$ cat config.mk
export PLATFORM = sky130hd
export DESIGN_NAME = coincidence_scan_sequencer
export DESIGN_NICKNAME = d
export VERILOG_FILES = /design/src/rtl/coincidence_scan_sequencer.sv
export SDC_FILE = /design/constraint.sdc
export NUM_CORES = 1
export LEC_CHECK = 0
export ABC_AREA = 1
export ABC_CLOCK_PERIOD_IN_PS = 2000
export CAP_MARGIN = 25
export CORE_MARGIN = 4
export CORE_UTILIZATION = 45
export CTS_BUF_LIST = sky130_fd_sc_hd__clkbuf_8
export CTS_CLUSTER_DIAMETER = 100
export DETAILED_ROUTE_END_ITERATION = 7
export DONT_BUFFER_PORTS = 1
export SLEW_MARGIN = 20
export SYNTH_ARGS = -nofsm -noshare
export SYNTH_HDL_FRONTEND = slang
export SYNTH_SLANG_ARGS = --single-unit
$ cat constraint.sdc
create_clock -name sysClk -period 2 [get_ports sysClk]
set_input_delay 0.6 -clock sysClk [delete_from_list [all_inputs] [get_ports sysClk]]
set_output_delay 0.6 -clock sysClk [all_outputs]
set_load 0.02 [all_outputs]
$ cat src/rtl/coincidence_scan_sequencer.sv
// coincidence_scan_sequencer: arms the coincidence recorder, sweeps every (address, channel) bin and streams the sums.
// Optional rising-edge peak search and coincidence set-up is built in when COINCIDENCE_SCAN_PEAK_EN is defined.
module coincidence_scan_sequencer #(
    parameter int CHANNEL_COUNT        = 2,
    parameter int SAMPLE_COUNTER_WIDTH = 8,
    parameter int SAMPLES_PER_SCAN     = 200,
    parameter int SUM_WIDTH            = 10,
    parameter int RB_HOLDOFF           = 8,
    parameter int TIMEOUT_WIDTH        = 24,
    parameter int PEAK_CHANNEL         = 0,
    localparam int MW  = (CHANNEL_COUNT > 1) ? $clog2(CHANNEL_COUNT) : 1,
    localparam int SCW = SAMPLE_COUNTER_WIDTH,
    localparam int SW  = SUM_WIDTH
) (
    input  logic                  sysClk,
    input  logic                  sysResetN,
    input  logic                  sysCsrStrobe,
    input  logic [31:0]           sysGPIO_OUT,
    output logic [31:0]           sysStatus,
    output logic                  recCsrStrobe,
    output logic [31:0]           recGPIO_OUT,
    input  logic [31:0]           recCsr,
    output logic                  scanValid,
    input  logic                  scanReady,
    output logic [MW+SCW+SW-1:0]  scanData,
    output logic                  scanLast
);
`ifdef COINCIDENCE_SCAN_PEAK_EN
    localparam bit PEAK_EN = 1'b1;
`else
    localparam bit PEAK_EN = 1'b0;
`endif
    localparam int TW = TIMEOUT_WIDTH;
    localparam int HW = $clog2(RB_HOLDOFF + 2);
    localparam logic [MW-1:0]  LAST_MUX  = MW'(CHANNEL_COUNT - 1);
    localparam logic [MW-1:0]  PEAK_MUX  = MW'(PEAK_CHANNEL);
    localparam logic [SCW-1:0] LAST_ADDR = SCW'(SAMPLES_PER_SCAN - 1);
    localparam logic [HW-1:0]  HOLD      = HW'(RB_HOLDOFF);

    typedef enum logic [3:0] {
        IDLE, ARM, WAIT_BUSY, WAIT_DONE, REQ, WAIT_RB, EMIT, PK_SET, PK_WAIT, PK_ALIGN, DONE
    } state_t;

    state_t         state_q, state_d;
    logic [MW-1:0]  mux_q, mux_d;
    logic [SCW-1:0] addr_q, addr_d, paddr_q, paddr_d;
    logic [SW-1:0]  sum_q, sum_d, prev_q, prev_d, thr_q, thr_d;
    logic [HW-1:0]  hold_q, hold_d;
    logic [TW-1:0]  tmo_q, tmo_d;
    logic           pv_q, pv_d, done_q, done_d, terr_q, terr_d, strobe_q, strobe_d;
    logic [31:0]    word_q, word_d, req_word, set_word;
    logic           abort, start, echo_ok, last, crossing, unused_ok;

    assign abort     = sysCsrStrobe && sysGPIO_OUT[30];
    assign start     = sysCsrStrobe && sysGPIO_OUT[31] && !sysGPIO_OUT[30];
    assign echo_ok   = recCsr[24+:MW] == mux_q && recCsr[SW+:SCW] == addr_q;
    assign last      = mux_q == LAST_MUX && addr_q == LAST_ADDR;
    assign crossing  = PEAK_EN && mux_q == PEAK_MUX && addr_q != '0 && !pv_q && prev_q < thr_q && sum_q >= thr_q;
    assign unused_ok = ^{sysGPIO_OUT, recCsr};

    always_comb begin
        state_d  = state_q;
        mux_d    = mux_q;
        addr_d   = addr_q;
        sum_d    = sum_q;
        prev_d   = prev_q;
        thr_d    = thr_q;
        paddr_d  = paddr_q;
        pv_d     = pv_q;
        done_d   = done_q;
        terr_d   = terr_q;
        hold_d   = hold_q;
        tmo_d    = tmo_q - TW'(1);
        req_word = '0;
        set_word = '0;
        case (state_q)
            IDLE: if (start) begin
                state_d = ARM;
                mux_d   = '0;
                addr_d  = '0;
                done_d  = 1'b0;
                terr_d  = 1'b0;
                pv_d    = 1'b0;
                paddr_d = '0;
            end
            ARM: begin
                state_d = WAIT_BUSY;
                tmo_d   = '1;
            end
            WAIT_BUSY: if (recCsr[31]) begin
                state_d = WAIT_DONE;
                tmo_d   = '1;
            end
            WAIT_DONE: if (!recCsr[31]) state_d = REQ;
            REQ: begin
                state_d = WAIT_RB;
                hold_d  = HOLD;
                tmo_d   = '1;
            end
            WAIT_RB: if (hold_q != '0) hold_d = hold_q - HW'(1);
                else if (echo_ok) begin
                    sum_d   = recCsr[0+:SW];
                    state_d = EMIT;
                end
            EMIT: if (scanReady) begin
                prev_d  = (PEAK_EN && mux_q == PEAK_MUX) ? sum_q : prev_q;
                pv_d    = pv_q || crossing;
                paddr_d = crossing ? addr_q : paddr_q;
                state_d = !last ? REQ : (PEAK_EN && pv_d) ? PK_SET : DONE;
                mux_d   = last ? mux_q : (mux_q == LAST_MUX) ? '0 : mux_q + MW'(1);
                addr_d  = (!last && mux_q == LAST_MUX) ? addr_q + SCW'(1) : addr_q;
            end
            PK_SET: begin
                state_d = PK_WAIT;
                hold_d  = HW'(1);
            end
            PK_WAIT: if (hold_q != '0) hold_d = hold_q - HW'(1);
                else state_d = PK_ALIGN;
            PK_ALIGN: state_d = DONE;
            DONE: begin
                done_d  = 1'b1;
                state_d = IDLE;
            end
            default: state_d = IDLE;
        endcase
        // Only the three recorder wait states can expire; a match on the final cycle still wins.
        if (state_d == state_q && state_q inside {WAIT_BUSY, WAIT_DONE, WAIT_RB} && tmo_q == '0) begin
            state_d = IDLE;
            terr_d  = 1'b1;
        end
        if (abort) begin
            state_d = IDLE;
            done_d  = done_q;
        end
        if (PEAK_EN && sysCsrStrobe && sysGPIO_OUT[29]) thr_d = sysGPIO_OUT[0+:SW];
        req_word[24+:MW] = mux_d;
        req_word[0+:SCW] = addr_d;
        set_word[30]     = 1'b1;
        set_word[0+:SCW] = paddr_d;
        strobe_d = state_d inside {ARM, REQ, PK_SET, PK_ALIGN};
        word_d   = state_d == ARM      ? 32'h8000_0000 :
                   state_d == REQ      ? req_word :
                   state_d == PK_SET   ? set_word :
                   state_d == PK_ALIGN ? 32'h2000_0000 : word_q;
    end

    always_ff @(posedge sysClk or negedge sysResetN) begin
        if (!sysResetN) begin
            state_q  <= IDLE;
            mux_q    <= '0;
            addr_q   <= '0;
            sum_q    <= '0;
            prev_q   <= '0;
            thr_q    <= SW'(1) << (SW - 1);
            paddr_q  <= '0;
            pv_q     <= 1'b0;
            done_q   <= 1'b0;
            terr_q   <= 1'b0;
            hold_q   <= '0;
            tmo_q    <= '0;
            strobe_q <= 1'b0;
            word_q   <= '0;
        end else begin
            state_q  <= state_d;
            mux_q    <= mux_d;
            addr_q   <= addr_d;
            sum_q    <= sum_d;
            prev_q   <= prev_d;
            thr_q    <= thr_d;
            paddr_q  <= paddr_d;
            pv_q     <= pv_d;
            done_q   <= done_d;
            terr_q   <= terr_d;
            hold_q   <= hold_d;
            tmo_q    <= tmo_d;
            strobe_q <= strobe_d;
            word_q   <= word_d;
        end
    end

    always_comb begin
        sysStatus         = '0;
        sysStatus[31]     = state_q != IDLE;
        sysStatus[30]     = done_q;
        sysStatus[29]     = terr_q;
        sysStatus[28]     = PEAK_EN && pv_q;
        sysStatus[0+:SCW] = PEAK_EN ? paddr_q : '0;
    end

    assign recCsrStrobe = strobe_q;
    assign recGPIO_OUT  = word_q;
    assign scanValid    = state_q == EMIT;
    assign scanData     = {mux_q, addr_q, sum_q};
    assign scanLast     = scanValid && last;
endmodule

; ---- After elaboration in Yosys (flattened, before gate mapping)
; Cells that the tools add are included.
[word_totals]
inputBits = 68
wordCells = 98
out_inout_bits = 86
reg_bits = 94
[classes]
eq_ne = 20
mux = 34
bitwise_logic = 2
reduce_logical = 27
n_addsub = 4
[ops]
columns = operator, count
row1 = 2-to-1 mux 32 bit, 4
row2 = one-hot mux 24 bit (2 select lines), 1
row3 = 2-to-1 mux 4 bit, 11
row4 = 2-to-1 mux 8 bit, 5
row5 = one-hot mux 4 bit (10 select lines), 1
row6 = == test 4 x 3 -> 1 bit (second input constant), 6
row7 = zero test 24 bit, 1
row8 = 2-to-1 mux 24 bit, 1
row9 = subtractor 24 x 1 -> 24 bit (second input constant), 1
row10 = == test 4 bit (second input constant), 4
row11 = one-hot mux 8 bit (2 select lines), 1
row12 = one-hot mux 4 bit (3 select lines), 1
row13 = nonzero test 4 bit, 3
row14 = logical AND 1 bit, 9
row15 = adder 8 x 1 -> 8 bit (second input constant), 1
row16 = == test 4 x 1 -> 1 bit (second input constant), 2
row17 = == test 4 x 2 -> 1 bit (second input constant), 2
row18 = == test 8 bit, 1
row19 = == test 8 bit (second input constant), 1
row20 = 2-to-1 mux 1 bit, 7
row21 = AND reduction 3 bit, 2
row22 = nonzero test 2 bit, 3
row23 = nonzero test 3 bit, 2
row24 = == test 4 bit, 1
row25 = 11 further kinds, 16

; ---- Logic depth before layout (Yosys ltp)
; Gate-level depths: netlist of the first run.
[logic_depth]
depth_word = 15
depth_mapped = 16
ltp_nobuf = 16

; ---- Worst setup path after synthesis of the first run
; OpenSTA, ideal clock, no wires.
[synth_timing]
kind = register -> register
from = reg addr_q[0]
to = reg word_q[24] (netlist: recGPIO_OUT[24])
n_path_buf = 1
synth_period_minus_slack_ps = 1977
required_time_ps = 1882
t_arrival_ps = 1858
stages_incl_launch_ff = 14
slack_ps = 23
setup_ps = 118
path_cell_list = dfrtp_1 -> ha_1 -> nand2_1 -> nor2_2 -> nand3_1 -> nand2_1 -> a21oi_1 -> nand2_1 -> a21oi_2 -> nand2_2 -> nand4_4 -> buf_6 -> nand4_1 -> nand2_1
[synth_between]
elab_chain_len = 14
word_cells_on_any_way = 25
cone_classes = eq/ne: 7 / mux: 13 / reduce/logical: 5
[synth_lines]
columns = item, line_no
row1 = "start, declared", 46  ; logic [SCW-1:0] addr_q, addr_d, paddr_q, paddr_d;
row2 = "start signal, assigned", 166  ; addr_q <= addr_d;
row3 = == test 8 bit (on tied branches), "56, 57"
row4 = logical AND 1 bit (on tied branches), "56, 57"
row5 = 2-to-1 mux 4 bit (on tied branches), "101, 109"
row6 = 2-to-1 mux 4 bit (on tied branches), "100, 105"
row7 = one-hot mux 4 bit (10 select lines), 76  ; case (state_q)
row8 = == test 4 bit, 127  ; if (state_d == state_q && state_q inside {WAIT_BUSY, WAIT_DONE, WAIT_RB} && tmo_q == '0) begin
row9 = logical AND 1 bit (2 in series), 127
row10 = 2-to-1 mux 4 bit, 127
row11 = 2-to-1 mux 4 bit, 131  ; if (abort) begin
row12 = == test 4 x 3 -> 1 bit, 143  ; state_d == PK_SET ? set_word :
row13 = 2-to-1 mux 32 bit, 143
row14 = 2-to-1 mux 32 bit, 142  ; state_d == REQ ? req_word :
row15 = 2-to-1 mux 32 bit, 141  ; word_d = state_d == ARM ? 32'h8000_0000 :
row16 = "end signal, assigned", 177  ; word_q <= word_d;
row17 = "end, declared", 51  ; logic [31:0] word_q, word_d, req_word, set_word;
; Parallel ways exist; a longest one is shown, timed or not.
; A chain may end at the register's enable or synchronous reset.

; ---- Final worst setup path of the first run
[layout_timing]
from = reg addr_q[4]
to = out scanLast
[layout_between]
elab_chain_len = 3
[layout_lines]
columns = item, line_no
row1 = == test 8 bit, 57  ; assign last = mux_q == LAST_MUX && addr_q == LAST_ADDR;
row2 = logical AND 1 bit, 57
row3 = logical AND 1 bit, 194  ; assign scanLast = scanValid && last;
row4 = "end, declared", 26  ; output logic scanLast
; Every way passes these cells.

==> results.yml, run 1 <==
sta:
  setup_viol: 1
  fin_ws_ps: -79.71
  fmax_ghz: 0.4808
  finalHoldWorstSlack_ps: -60.77
  finalHoldViolCount: 66
  fin_worst_skew_ps: 11.45
  min_period_ps: 2080
  finalMaxSlewViolations: 0
  fin_crit_sh_pct: 104.0
  grt_setup_unrepaired: "true"
setup_path:
  worstSetupPathType: "reg2out"
  r2r_cells: 13
  arrival_ps: 1480
  path_max_fanout: 3
  startpoint_type: "flop"
  endpoint_kind: "output port"
  required_ps: 1400
route:
  avgViaCountPerCell: 4.854
  ant_nets: 0
  routed_wl_um: 9017
  drtPass1Iterations: 4
  drtIter0Drc: 57
  post_drt_wl_per_cell_um: 13.40
  drc: 0
  vias: 3267
layout:
  syn_to_final_growth_pct: 23.63
  antennaDiodeCount: 0
  layout.nets: 635
  drive_gt1_share_pct: 32.04
clock_tree:
  htree_num_levels: 3
  clk_latency_ps: 350
  cts_buffer_depth: 2
  cts-root-buf: "clkbuf_8"
  cts.reportedPaths.clkPinSlew_ps: 80
  cts_made_buffers: 9
  clkSinkCount: 66
  cts_tree: "done"
yosys:
  seq_area_frac_synth_pct: 42.44
  synthCells: 483
  ys_seq_elements: 66
  postSynth.asyncResetShare_pct: 100.0
  yosysWarnings: 0
  avgSynthCellArea_sq_um: 8.056
  synth_flop_cell: "dfrtp_1"
  synth-edff-count: 0
  synth_cell_types: 38
  synthesis.area_sq_um: 3891
global_route:
  grt_max_degree: 67
  grtUsageTotal_pct: 17.79
  grt_pass1_wl_um: 14560
  grt_pass1_vias: 3201
  gr-total-overflow: 0
  antenna_found_initial: 0
pwr:
  irDropWorstVdd_mv: 0.5961
  power_density_nw_per_um2: 935.6
  p_leak_uw: 0.002452
job:
  drv_cap: 0
min_path:
  hold_class: "in2async"
floorplanning:
  die_area_sq_um: 10200
  rows: 33
  ioPinCount: 154
  die_width_um: 101.0
  core_sq_um: 8299
  start_util_pct: 46.89
  fp.dieH_um: 101.0
placement:
  pre_cts_slack_ps: -139.9
  io_buffers: 0
  globalplace.congestion: 0.8533
  dpl.hpwl_um: 6585
status:
  status: "finished, violations left"
  violations: "negative hold slack, negative setup slack"
-- through the flow --
step / instance area [sq um] / instances / TNS (ps) / total power (uW) / utilization [%]
after global placement: 4210 / 636 / -1120 / 3013 / 50.73
after floorplan: 4071 / 531 / 0 / 2670 / -
after global routing: 4811 / 673 / -1486 / 4782 / 57.97
final: 4811 / 673 / -79.71 / 4501 / 57.97
after detailed placement: 4210 / 636 / -1506 / 3040 / 50.73
after CTS: 4521 / 656 / -554.4 / 4404 / 54.47
-- cell families after synthesis --
family	after synthesis	share of synthesized area [%]
xor+xnor	5	1.125
compound gates	54	8.328
buf+inv	122	17.27
flops	66	42.44
fa+ha+maj	4	1.286
simple gates	221	26.56
mux	10	2.894
other cells	1	0.09637
-- where the power goes --
group	internal, uW	switching (uW)
clock	738	545
combinational	592	904
sequential	1510	215
total	2840	1660
-- placed cells by master (no fill, tap or decap), drive strengths merged, types with 12 or more instances in the layout --
cell / n
buf: 79
o21ai: 25
nand3: 30
a21oi: 15
nor3: 12
nor2: 50
dfrtp: 66
inv: 62
nand4: 21
nand2: 105
conb: 49
-- Yosys cell counts, types with 6 or more instances --
library cell	number	area share, %
buf_4	52	10
o31ai_1	7	1.4
o21ai_0	23	3.0
a21oi_1	12	1.5
dfrtp_1	66	42
nand3_1	30	3.9
mux2_2	10	2.9
nor3_1	8	1.0
nor2_2	6	0.96
nor2_1	42	4.1
inv_2	7	0.68
inv_1	54	5.2
nand2_1	102	9.8
nand4_1	18	2.9
-- cell type report --
cell class | count | area (sq um)
Timing Repair Buffer | 79 | 608.1
Inverter | 63 | 236.5
Sequential cell | 66 | 1653
Clock inverter | 6 | 88.84
Clock buffer | 10 | 137.6
Fill cell | 747 | 3488
Multi-Input combinational cell | 344 | 1956
Tap cell | 105 | 131.4
-- critical path: stages, from the launching register on --
cell	delay [ps]
dfrtp_1	410
inv_2	80
nand2_1	60
nor2_2	150
nand3_2	100
buf_4	150
nor2_4	70
buf_6	120
-- state kept, by name, summed over array words and instances (netlist names) --
name and count:
addr_q 8, done_q 1, hold_q 4, mux_q 1
recCsrStrobe 1, recGPIO_OUT 12, state_q 4, sum_q 10
terr_q 1, tmo_q 24
-- timing repair --
item                                   CTS  global route
buffers inserted                         3            17
setup endpoints to repair               15            31
pin swaps                                9            20
gates resized for setup                 15            52
endpoints found under the hold margin   66            66
gates cloned                             1             0
-- worst paths after layout --
kind / slack [ps] / end / from
setup / recovery: -80 / scanLast / addr_q[4]
hold / removal: -60 / addr_q[6] / sysResetN
setup reg to reg: 30 / recGPIO_OUT[4] / addr_q[1]
hold reg to reg: 490 / tmo_q[22] / tmo_q[22]
max in group asynchronous: 1940 / addr_q[0] / sysResetN
min in group sysClk: 400 / sum_q[9] / recCsr[9]
-- metal layers --
| layer | share of wire (%) | global-route usage [%] |
|---|---|---|
| met1 | 40 | 20.71 |
| met2 | 51 | 30.63 |
| met3 | 8.1 | 5.952 |
| met4 | 1.6 | 6.033 |
| met5 | 0 | 0 |
Power figures use the tool's default switching activity.
==> run 2, diff against run 1 <==
CORE_MARGIN = not set   (was 4)
PLACE_DENSITY = 0.57   (was not set)
==> run 2 against run 1 <==
- the flow still finishes with violations (negative hold slack, negative setup slack)
- routed wire length grew 1.3%
- register-to-register slack got worse by 100 ps
- final cell count increased by 0.59%
- final area increased by 2.8%
- die area is 12% lower
- sequential share of layout area decreased by 0.94 points
- power is 4.0% higher
==> results.yml, run 2 (synthesized netlist as in run 1, its figures left out) <==
setup_path:
  startpoint_type: "flop"
  arrival_ps: 1540
  path_max_fanout: 6
  worstSetupPathType: "reg2out"
  required_ps: 1400
  endpoint_kind: "output port"
  r2r_slack_ps: -70
clock_tree:
  clkSinkCount: 66
  cts-root-buf: "clkbuf_8"
  clk_latency_ps: 350
  cts_tree: "done"
  cts_buffer_depth: 2
  htree_num_levels: 3
  cts_made_buffers: 9
  cts.reportedPaths.clkPinSlew_ps: 80
placement:
  post_dp_cell_area_sq_um: 4158
  dpl.hpwl_um: 5961
  io_buffers: 0
  globalplace.congestion: 0.8716
  placed_cells: 629
global_route:
  grt_max_degree: 67
  antenna_found_initial: 0
  grt_pass1_vias: 3091
  gr-total-overflow: 0
  grt_pass1_wl_um: 14020
  grtUsageTotal_pct: 20.17
pwr:
  irDropWorstVdd_mv: 0.5651
  power_density_nw_per_um2: 946.7
  p_leak_uw: 0.002501
floorplanning:
  die_width_um: 94.99
  fp.dieH_um: 94.99
  ioPinCount: 154
  die_area_sq_um: 9023
  rows: 33
  start_util_pct: 46.89
  core_sq_um: 8299
layout:
  syn_to_final_growth_pct: 27.11
  regMostFlops: "tmo_q"
  largest_reg_flops: 24
  fillerInstances: 734
  stdcell_area_sq_um: 4946
  final_util_pct: 59.60
  final_common_cell: "nand2_1"
  layout.nets: 639
  final_cell_mix: "nand2_1 (87), buf_4 (71), dfrtp_1 (65)"
  antennaDiodeCount: 0
  drive_gt1_share_pct: 34.27
  final_cells: 677
sta:
  finalMaxSlewViolations: 0
  fin_ws_ps: -141.7
  fin_worst_skew_ps: 14.77
  finalHoldWorstSlack_ps: -60.39
  grt_setup_unrepaired: "true"
  finalHoldViolCount: 66
  min_period_ps: 2142
  fin_crit_sh_pct: 107.1
  setup_viol: 15
  tns_ps: -674.5
  fmax_ghz: 0.4669
route:
  drtIter0Drc: 136
  ant_nets: 0
  routed_wl_um: 9135
  drtPass1Iterations: 4
  vias: 3317
  drc: 0
  post_drt_wl_per_cell_um: 13.49
  avgViaCountPerCell: 4.900
status:
  status: "finished, violations left"
  violations: "negative hold slack, negative setup slack"
min_path:
  hold_class: "in2async"
job:
  drv_cap: 0
run 2: path summary, 6_finish.rpt:
check / startpoint / end / depth (start not counted)
min in group sysClk: recCsr[6] / sum_q[6] / 1
max: state_q[3] / scanLast / 7
min reg2reg: tmo_q[22] / tmo_q[22] / 2
max reg2reg: addr_q[1] / recGPIO_OUT[1] / 14
max in group asynchronous: sysResetN / state_q[3] / 0
min: sysResetN / sum_q[2] / 0
run 2: final cells by class:
type                    count  area, sq um  area share, %
multi-input cells         344         2024          40.93
clock inverters             7        100.1          2.024
flip-flops and latches     66         1653          33.42
inverters                  63        241.5          4.882
clock buffers               9        123.9          2.504
well taps                 105        131.4          2.656
repair buffers             83        671.9          13.58
run 2: stage by stage:
stage               total power, uW  worst slack (ps)
floorplan                      2670             23.36
global placement               2974            -70.17
detailed placement             2988            -68.95
CTS                            4421            -163.7
global route                   4973            -240.2
finish                         4682            -141.7
run 2: where the power goes:
group	switching, uW	leakage, uW	total (uW)	internal, uW
combinational	999	0.00159	1670	667
sequential	217	0.000793	1720	1510
clock	579	0.000114	1290	713
run 2: critical path, stage by stage (launching register included):
cell,delay (ps)
dfrtp_1,430
inv_2,100
nand2_4,60
buf_6,120
nor2_4,150
inv_2,100
nor2_4,120
buf_6,120
run 2: metal layers:
metal / share of wire [%] / wire [um] / track usage (%)
met2: 50 / 4577 / 33.69
met3: 5.5 / 503 / 6.039
met1: 43 / 3886 / 24.72
met4: 1.8 / 167 / 6.692
met5: 0 / 0 / 0
run 2: repair_timing:
| item | 4_1_cts | 5_1_grt |
|---|---|---|
| endpoints found under the hold margin | 66 | 66 |
| pin swaps | 11 | 37 |
| setup endpoints to repair | 17 | 30 |
| setup buffers | 11 | 21 |
| resized for setup | 31 | 66 |
| gates cloned | 1 | 0 |
==> run 3, diff against run 2 <==
SETUP_SLACK_MARGIN = 0.02   (was not set)
==> run 3 against run 2 <==
- the run still ends with negative hold slack, negative setup slack left
- global-route usage grew 0.051 points
- utilization shrank 0.27 points
- non-clock buffer count grew 1
- combinational power is essentially flat
- worst setup slack lost 21 ps
- clock power is essentially flat
- largest power group unchanged
==> results.yml, run 3 (synthesized netlist as in run 1, its figures left out) <==
layout:
  regMostFlops: "tmo_q"
  stdcell_area_sq_um: 4923
  syn_to_final_growth_pct: 26.53
  largest_reg_flops: 24
  fillerInstances: 738
  final_cell_mix: "nand2_1 (91), buf_4 (73), dfrtp_1 (66)"
  layout.nets: 640
  antennaDiodeCount: 0
  drive_gt1_share_pct: 32.98
  final_common_cell: "nand2_1"
sta:
  finalHoldWorstSlack_ps: -62.55
  grt_setup_unrepaired: "true"
  finalMaxSlewViolations: 0
  fin_worst_skew_ps: 15.20
  finalHoldViolCount: 66
  setup_viol: 13
  fin_crit_sh_pct: 108.1
  fmax_ghz: 0.4624
  fin_ws_ps: -162.7
  min_period_ps: 2163
setup_path:
  setup.worst_path.start: "state_q[3]"
  arrival_ps: 1560
  r2r_start: "addr_q[1]"
  endpoint_kind: "output port"
  timing.critical_path.buf_inv: 4
  cp_slowest_cell: "dfrtp_1"
  startpoint_type: "flop"
  crit_path_cell_trace: "inv_2 > nand2_4 > buf_6 > nor2_4 > inv_2 > nor2_4 > buf_6"
  r2r_slack_ps: -50
  path_max_fanout: 6
  worstSetupPathType: "reg2out"
  crit_family: "buffers and inverters"
  slowest_delay_ps: 440
  required_ps: 1400
clock_tree:
  cts_made_buffers: 9
  cts_tree: "done"
  cts.reportedPaths.clkPinSlew_ps: 90
  cts-root-buf: "clkbuf_8"
  cts_buffer_depth: 2
  clkSinkCount: 66
  clk_latency_ps: 350
  htree_num_levels: 3
global_route:
  gr-total-overflow: 0
  antenna_found_initial: 0
  grt_max_degree: 67
  grt_pass1_vias: 3095
  grt_pass1_wl_um: 14060
  grtUsageTotal_pct: 20.22
status:
  violations: "negative hold slack, negative setup slack"
  status: "finished, violations left"
route:
  avgViaCountPerCell: 4.898
  drtPass1Iterations: 4
  routed_wl_um: 9166
  drc: 0
  vias: 3321
  post_drt_wl_per_cell_um: 13.52
  ant_nets: 0
  drtIter0Drc: 185
pwr:
  power_density_nw_per_um2: 949.1
  p_leak_uw: 0.002502
  irDropWorstVdd_mv: 0.5326
  total_power_uw: 4673
floorplanning:
  die_width_um: 94.99
  start_util_pct: 46.89
  core_sq_um: 8299
  fp.dieH_um: 94.99
  ioPinCount: 154
  rows: 33
  die_area_sq_um: 9023
min_path:
  hold_class: "in2async"
job:
  drv_cap: 0
placement:
  post_dp_cell_area_sq_um: 4158
  io_buffers: 0
  dpl.hpwl_um: 5961
  globalplace.congestion: 0.8716
==> run 3: through the flow <==
stage	TNS (ps)	setup slack, ps	utilization [%]	hold slack [ps]	std cells
finish	-472.6	-162.7	59.32	-62.55	678
global route	-2280	-243.1	59.32	-90.20	678
CTS	-386.6	-163.7	55.42	-85.47	659
detailed placement	-648.6	-68.95	50.10	306.0	629
global placement	-727.2	-70.17	50.10	305.9	629
floorplan	0	23.36	-	304.4	531
==> run 3: what timing repair did <==
item,4_1_cts,5_1_grt
endpoints found under the hold margin,66,66
buffers inserted,13,19
cloned,1,0
pin swaps,10,28
setup endpoints to repair,17,32
gates resized for setup,33,52
==> run 3: cell type report <==
type / instances / area (sq um) / area share, %
multi-input combinational: 344 / 2004 / 40.71
sequential: 66 / 1652 / 33.55
timing repair buffer: 84 / 675.6 / 13.72
inverter: 63 / 236.5 / 4.803
tap: 105 / 131.4 / 2.668
clock buffer: 9 / 123.9 / 2.516
clock inverter: 7 / 100.1 / 2.033
==> run 3: routing by layer <==
metal,global-route usage [%],routed length [um]
met5,0,0
met4,6.566,150
met3,6.039,561
met2,33.81,4598
met1,24.82,3857
==> run 3: final timing paths <==
kind,end,cells after the start
worst min register to register,tmo_q[22],2
max in group asynchronous,state_q[3],0
worst max register to register,recGPIO_OUT[4],14
min in group sysClk,sum_q[6],1
worst min-delay path,terr_q,0
worst max-delay path,scanLast,7
==> run 3: where the power goes <==
group	total [uW]	internal [uW]	leakage, uW	switching (uW)
combinational	1660	669	0.00159	991
sequential	1720	1510	0.000795	212
clock	1290	713	0.000114	581
